### config.mk
export PLATFORM = sky130hd
export DESIGN_NAME = mux2_arb
export DESIGN_NICKNAME = d
export VERILOG_FILES = /design/src/rtl/mux2_arb_pkg.sv /design/src/rtl/mux2_arb_rr.sv /design/src/rtl/mux2_arb.sv
export SDC_FILE = /design/constraint.sdc
export NUM_CORES = 1
export LEC_CHECK = 0
export ABC_AREA = 1
export BUFFER_PORTS_ARGS = -buffer_cell sky130_fd_sc_hd__buf_2
export CAP_MARGIN = 20
export CELL_PAD_IN_SITES_DETAIL_PLACEMENT = 1
export CELL_PAD_IN_SITES_GLOBAL_PLACEMENT = 1
export CORE_MARGIN = 2
export CORE_UTILIZATION = 29
export CTS_BUF_LIST = sky130_fd_sc_hd__clkbuf_8
export DETAILED_ROUTE_END_ITERATION = 16
export PLACE_DENSITY = 0.91
export SLEW_MARGIN = 20
export SYNTH_ARGS = -nofsm -noshare
export SYNTH_HDL_FRONTEND = slang
export SYNTH_HIERARCHICAL = 1
export SYNTH_SLANG_ARGS = --single-unit
### constraint.sdc
create_clock -name i_clk -period 2.9 [get_ports i_clk]
set_input_delay 0.145 -clock i_clk [delete_from_list [all_inputs] [get_ports i_clk]]
set_output_delay 0.145 -clock i_clk [all_outputs]
set_load 0.01 [all_outputs]
### src/rtl/mux2_arb_pkg.sv
// Shared types and helpers for the two-requester round-robin arbiter (mux2_arb).
package mux2_arb_pkg;

    typedef enum logic {
        ST_IDLE = 1'b0,
        ST_BUSY = 1'b1
    } state_t;

    // The beat counter must be able to hold MAX_BEATS-1.
    function automatic int beat_cnt_w(input int max_beats);
        return $clog2(max_beats + 1);
    endfunction

endpackage

### src/rtl/mux2_arb_rr.sv
// Round-robin pick between two requesters; the caller registers the result on a grant.
module mux2_arb_rr
    import mux2_arb_pkg::*;
(
    input  logic i_valid0,
    input  logic i_valid1,
    input  logic i_rr_last,
    output logic o_gnt_any,
    output logic o_gnt_idx
);

    assign o_gnt_any = i_valid0 | i_valid1;
    // Under contention the requester that did not own the channel last time wins.
    assign o_gnt_idx = (i_valid0 & i_valid1) ? ~i_rr_last : i_valid1;

endmodule

### src/rtl/mux2_arb.sv
// Two-requester round-robin arbiter/sequencer driving a shared 2:1 mux.
// Optional grant statistics ports are enabled by defining MUX2_ARB_STATS_EN.
module mux2_arb
    import mux2_arb_pkg::*;
#(
    parameter int DW        = 8,
    parameter int MAX_BEATS = 16,
    parameter int CNT_W     = 16
) (
    input  logic          i_clk,
    input  logic          i_rst,
    input  logic          i_valid0,
    input  logic [DW-1:0] i_data0,
    input  logic          i_last0,
    output logic          o_ready0,
    input  logic          i_valid1,
    input  logic [DW-1:0] i_data1,
    input  logic          i_last1,
    output logic          o_ready1,
    output logic          o_valid,
    output logic [DW-1:0] o_data,
    output logic          o_last,
    input  logic          i_ready,
    output logic          o_sel,
`ifdef MUX2_ARB_STATS_EN
    output logic [CNT_W-1:0] o_gnt_cnt0,
    output logic [CNT_W-1:0] o_gnt_cnt1,
`endif
    output logic          o_busy
);

    localparam int              BCW       = beat_cnt_w(MAX_BEATS);
    localparam logic [BCW-1:0]  LAST_BEAT = BCW'(MAX_BEATS - 1);

    state_t          r_state;
    logic            r_sel;
    logic            r_rr_last;
    logic [BCW-1:0]  r_beat_cnt;

    logic            w_gnt_any;
    logic            w_gnt_idx;
    logic            w_grant;
    logic            w_busy;
    logic            w_own_valid;
    logic [DW-1:0]   w_own_data;
    logic            w_own_last;
    logic            w_xfer;
    logic            w_release;

    mux2_arb_rr u_rr (
        .i_valid0  (i_valid0),
        .i_valid1  (i_valid1),
        .i_rr_last (r_rr_last),
        .o_gnt_any (w_gnt_any),
        .o_gnt_idx (w_gnt_idx)
    );

    assign w_busy      = (r_state == ST_BUSY);
    assign w_grant     = (r_state == ST_IDLE) & w_gnt_any;

    assign w_own_valid = r_sel ? i_valid1 : i_valid0;
    assign w_own_data  = r_sel ? i_data1  : i_data0;
    assign w_own_last  = r_sel ? i_last1  : i_last0;

    assign o_valid  = w_busy & w_own_valid;
    assign o_data   = w_own_data;
    assign o_last   = w_busy & w_own_last;
    assign o_ready0 = w_busy & ~r_sel & i_ready;
    assign o_ready1 = w_busy &  r_sel & i_ready;
    assign o_sel    = r_sel;
    assign o_busy   = w_busy;

    assign w_xfer    = o_valid & i_ready;
    // The beat cap releases without touching o_last; the owner resumes on its next grant.
    assign w_release = w_xfer & (w_own_last | (r_beat_cnt == LAST_BEAT));

    always_ff @(posedge i_clk) begin
        if (i_rst) begin
            r_state    <= ST_IDLE;
            r_sel      <= 1'b0;
            r_rr_last  <= 1'b1;
            r_beat_cnt <= '0;
        end else begin
            case (r_state)
                ST_IDLE: begin
                    if (w_grant) begin
                        r_state <= ST_BUSY;
                        r_sel   <= w_gnt_idx;
                    end
                end
                ST_BUSY: begin
                    if (w_release) begin
                        r_state    <= ST_IDLE;
                        r_rr_last  <= r_sel;
                        r_beat_cnt <= '0;
                    end else if (w_xfer) begin
                        r_beat_cnt <= r_beat_cnt + BCW'(1);
                    end
                end
                default: r_state <= ST_IDLE;
            endcase
        end
    end

`ifdef MUX2_ARB_STATS_EN
    generate
        for (genvar gi = 0; gi < 2; gi++) begin : g_stats
            logic [CNT_W-1:0] r_cnt;
            always_ff @(posedge i_clk) begin
                if (i_rst) begin
                    r_cnt <= '0;
                end else if (w_grant && (w_gnt_idx == 1'(gi)) && !(&r_cnt)) begin
                    r_cnt <= r_cnt + CNT_W'(1);
                end
            end
        end
    endgenerate

    assign o_gnt_cnt0 = g_stats[0].r_cnt;
    assign o_gnt_cnt1 = g_stats[1].r_cnt;
`endif

endmodule

Word level (Yosys, flattened, before mapping)
Cells that the tools add are included.
{ "word_totals": {"reg_bits": 8, "in_bits": 23, "output_inout_bits": 14} }
{ "op_classes": {"add_sub_neg": 1, "eq_ne": 1, "n_mux": 9, "bitwise": 15, "reduce_logical": 4} }
{ "ops": {"columns": ["cell", "count"], "rows": [
  ["$and 1x1->1", 10],
  ["$mux 5", 2],
  ["$mux 8", 1],
  ["$reduce_and 2->1", 3],
  ["$add 5x1->5 const B", 1],
  ["$eq 5x4->1 const B", 1],
  ["$mux 1", 5],
  ["$not 1->1", 3],
  ["$or 1x1->1", 2],
  ["$pmux 1 s2", 1],
  ["$reduce_bool 2->1", 1]
]} }

Logic depth before layout (Yosys ltp)
{ "depth": {"depth_word": 6, "mapped_depth": 9, "ltp_nobuf": 9} }

By module
Netlist, hierarchy kept.
{ "by_module_without_submodules": {"columns": ["module", "instances", "cells_per_inst", "area_each_um2"], "rows": [
  ["mux2_arb", 1, 94, 561.8],
  ["mux2_arb_rr", 1, 3, 15.0]
]} }

Worst setup path before layout
Ideal clock, no wire load.
{ "synth_path": {"kind": "register to register", "from": "reg r_beat_cnt[0]", "to": "reg r_beat_cnt[0]", "t_arrival_ps": 1136, "t_required_ps": 2786, "setup_slack_ps": 1651, "stages_incl_launch_ff": 10, "synth_period_minus_slack_ps": 1249, "cell_sequence": "dfxtp_1 -> ha_1 -> nand2_1 -> nor2_1 -> ha_1 -> inv_1 -> nand3_2 -> nand3_2 -> nand2_2 -> nor2_1"} }
{ "synth_between": {"elab_chain_len": 5, "elab_cells_between_ends": 8, "classes_between": "add/sub (1); eq/ne (1); mux (2); bitwise (2); reduce/logical (2)"} }
{ "synth_rtl": {"columns": ["element", "line_no", "rtl"], "rows": [
  ["start, declared", "mux2_arb.sv:38", "logic [BCW-1:0] r_beat_cnt;"],
  ["start signal, assigned", "mux2_arb.sv:97", "r_beat_cnt <= r_beat_cnt + BCW'(1);"],
  ["branches (longest 5 deep; another with $add 5x1->5)", null, null]
]} }
Parallel ways; which one is timed is not known. The select of a mux whose other input is x is not followed.
A chain may end at the register's enable or synchronous reset.

Final worst setup path
{ "layout_path": {"from": "reg r_sel, in the netlist o_sel", "to": "out o_valid"} }
{ "layout_between": {"elab_chain_len": 2} }
{ "layout_rtl": {"columns": ["element", "line_no", "rtl"], "rows": [
  ["start, declared", "mux2_arb.sv:36", "logic r_sel;"],
  ["start signal, assigned", "mux2_arb.sv:88", "r_sel <= w_gnt_idx;"],
  ["$mux 1", "mux2_arb.sv:61", "assign w_own_valid = r_sel ? i_valid1 : i_valid0;"],
  ["$and 1x1->1", "mux2_arb.sv:65", "assign o_valid = w_busy & w_own_valid;"],
  ["end, declared", "mux2_arb.sv:20", "output logic o_valid,"]
]} }
Every way passes these cells.

==> reports/results.txt <==
GP Congestion: 0.8023
Top cell family by delay on the critical path: flip-flops
Largest net degree at the start of global routing: 15
Setup ws final: 1283 ps
Root Driver: clkbuf_8
CTS Hold Bufs: 0
Slew Viols, Final: 0
FP Rows: 16
Post-Syn Instances: 97
Via count: 745
Worst reg-to-reg path cell count: 7
Vias in the first global route: 745
Buf+Inv Stages, Crit Path: 2
Hold_sp: i_rst
Dpl ws: 1378 ps
Chip height: 48.60 um
Footprint of the multi-input gates: 357.8 um^2
Max Cap Viol: 0
Final Setup Violations: 0
Crit Path Max Fanout: 14
Post-synthesis sequential element count: 8
CTS Buffer Depth: 2
Outcome: complete, no violations
Crit. End Element: primary output
Post-Synth Simple-Gate Area: 53.36%
Worst-Skew Late Latency: 230 ps
Reg2reg start: o_sel
Req. time, crit path: 2760 ps
R2r endpoint: r_beat_cnt[1]
Wire length on met1: 697 um
DRT Pass-1 Iters: 2
H-tree levels: 1
Clk sinks: 8
Num ports: 37
Fill count: 283
FFs w/ async S/R, synth: 0%
Iter 0 DRT Violations: 2
Gr usage total: 16.68%
First-pass GRT wire length: 3.077 mm
ANT nets after route: 0
Post-Synth XOR/XNOR Area: 0%
Final min period: 1617 ps
Syn_nets: 122
Critical path class: flip-flop to primary output
Leak pwr: 0.4642 nW
Area fraction in compound gates after synthesis: 4.338%
Initial antenna violation count: 0
Highest routed layer: met4
Synth top area cells: dfxtp_1, nand2_1, inv_1, nand3_2, nor2_1
Initial core utilization: 30.01%
Most used DFF post-synth: dfxtp_1
RSZ-0062 raised after global routing: no
Pwr dens: 427.9 mW/mm^2
Largest family of logic cells by synthesized area: simple AND/OR/NAND/NOR gates
Postcts setup bufs: 0
Cell taking the most area after synthesis: dfxtp_1
Worst hold endpoint: o_busy
VDD IR max: 0.0002009 V
Drt total wl: 1.695 mm
Ratio of cells with drive above 1 in the final layout: 35.34%
Via-to-Cell Ratio: 4.656
Fin Clk Skew: 1.696 ps
Most common cell in the netlist: nand2_1
Worst Setup Start Kind: flip-flop
Mux contribution to synthesized area: 0%
Top post-synthesis cells by count: nand2_1, inv_1, nor2_1, dfxtp_1, nand3_1
PortBufs: 36
Die footprint: 0.002361 mm^2
Total grt overflow: 0
Yosys cell types: 18
Synthesized area per cell: 5.946 um^2
Core Area: 0.001922 mm^2
Hold/Removal Path Class: input port to flip-flop
Fin nets: 160
Crit share post-route: 55.74%
Largest stage delay, worst path: 620 ps
Synth warn: 6
Reg-to-reg slack, setup: 1430 ps
Number of CTS-inserted buffers: 3
WL/cell: 10.59 um
Max Fclk: 618.6 MHz
Final HPWL from detailed placement: 1.396 mm
Worst Tran Pin Value: 504.1 ps
Worst hold path depth: 4
Synth top area share: 27.77%
Slew HR: 66.35%
Critical Path AT: 1470 ps
Post-synth EDFFs: 0
TritonCTS clock tree: yes
Chip Width: 48.60 um
Final hold vios: 0
Power Total: 350.1 uW
N_diodes: 0
Worst-path cell chain: inv_2, nand3_2, nand2_4, buf_2
Syn Std Cell Area: 576.8 um^2
Post-cts sizing count: 0
Register area share after synthesis: 27.77%
Register area: 160.2 um^2
Adder-cell share of the synthesized area: 4.338%
CP max-delay cell: dfxtp_1
DRC Markers: 0
Setup TNS: 0 ps
Reg clk slew, reported paths: 40 ps
Area Growth Syn to Fin: 41.87%
Wire length on met2: 738 um
DR WL met3: 202 um
==> metrics by stage <==
stage	cells	util [%]	area, um^2	hold slack (ps)
final	160	42.58	818.3	171.2
after global routing	160	42.58	818.3	177.3
after CTS	160	42.58	818.3	172.0
after detailed placement	157	40.43	777.0	410.6
after global placement	157	40.43	777.0	403.9
after floorplan	97	-	576.8	284.0
==> cell type report <==
class | instances | area share, %
timing repair buffer | 36 | 22.02
multi-input combinational | 74 | 43.73
sequential | 8 | 19.57
clock buffer | 3 | 5.046
tap | 27 | 4.128
inverter | 12 | 5.505
==> worst max-delay path by stage <==
stage,start,to,slack (ps),depth (start not counted)
after detailed placement,o_sel,r_beat_cnt[1],1380,7
after CTS,o_sel,o_valid,1230,4
after global placement,o_sel,r_beat_cnt[1],1480,7
after floorplan,r_beat_cnt[0],r_beat_cnt[0],1650,9
after global routing,o_sel,o_valid,1150,4
final,o_sel,o_valid,1280,4
==> kinds of logic (layout without fill, tap and decap cells) <==
group | count (synthesis) | in the layout
and+or+nand+nor | 67 | 67
buffers and inverters | 15 | 51
DFF | 8 | 8
AOI/OAI and AO/OA | 5 | 5
adders and majority gates | 2 | 2
==> sequential cells by signal, indices dropped and copies added (netlist names) <==
register,count
r_beat_cnt,5
o_busy,1
r_rr_last,1
o_sel,1
==> tightest hold or removal path, delay by kind of cell <==
family / cells / cell delay (ps)
buffers and inverters: 2 / 120
AND/OR/NAND/NOR: 2 / 90
==> layout by cell type, fill, tap and decap left out <==
cell type,Yosys,layout
nand2_1,40,40
buf_2,2,36
inv_1,11,11
nor2_1,9,9
dfxtp_1,8,8
nand3_1,5,5
nand3_2,4,4
a21oi_1,3,3
nand4_1,3,3
clkbuf_8,0,3
nor3_1,2,2
nand2_2,2,2
ha_1,2,2
inv_2,1,1
nand2_4,1,1
o21ai_1,1,1
o21ai_0,1,1
or2_1,1,1
==> layer usage <==
| metal | GRT usage (%) | up-vias |
|---|---|---|
| li1 | - | 377 |
| met1 | 17.08 | 327 |
| met2 | 27.78 | 35 |
| met3 | 6.790 | 6 |
| met4 | 11.43 | 0 |
| met5 | 0 | - |
==> report_power, final <==
| part | total, mW | switching, mW | internal, mW |
|---|---|---|---|
| clock network | 0.133 | 0.0432 | 0.0899 |
| logic | 0.0921 | 0.0535 | 0.0386 |
| registers | 0.125 | 0.00865 | 0.116 |
Note: power is estimated with default switching activity, not from simulation.
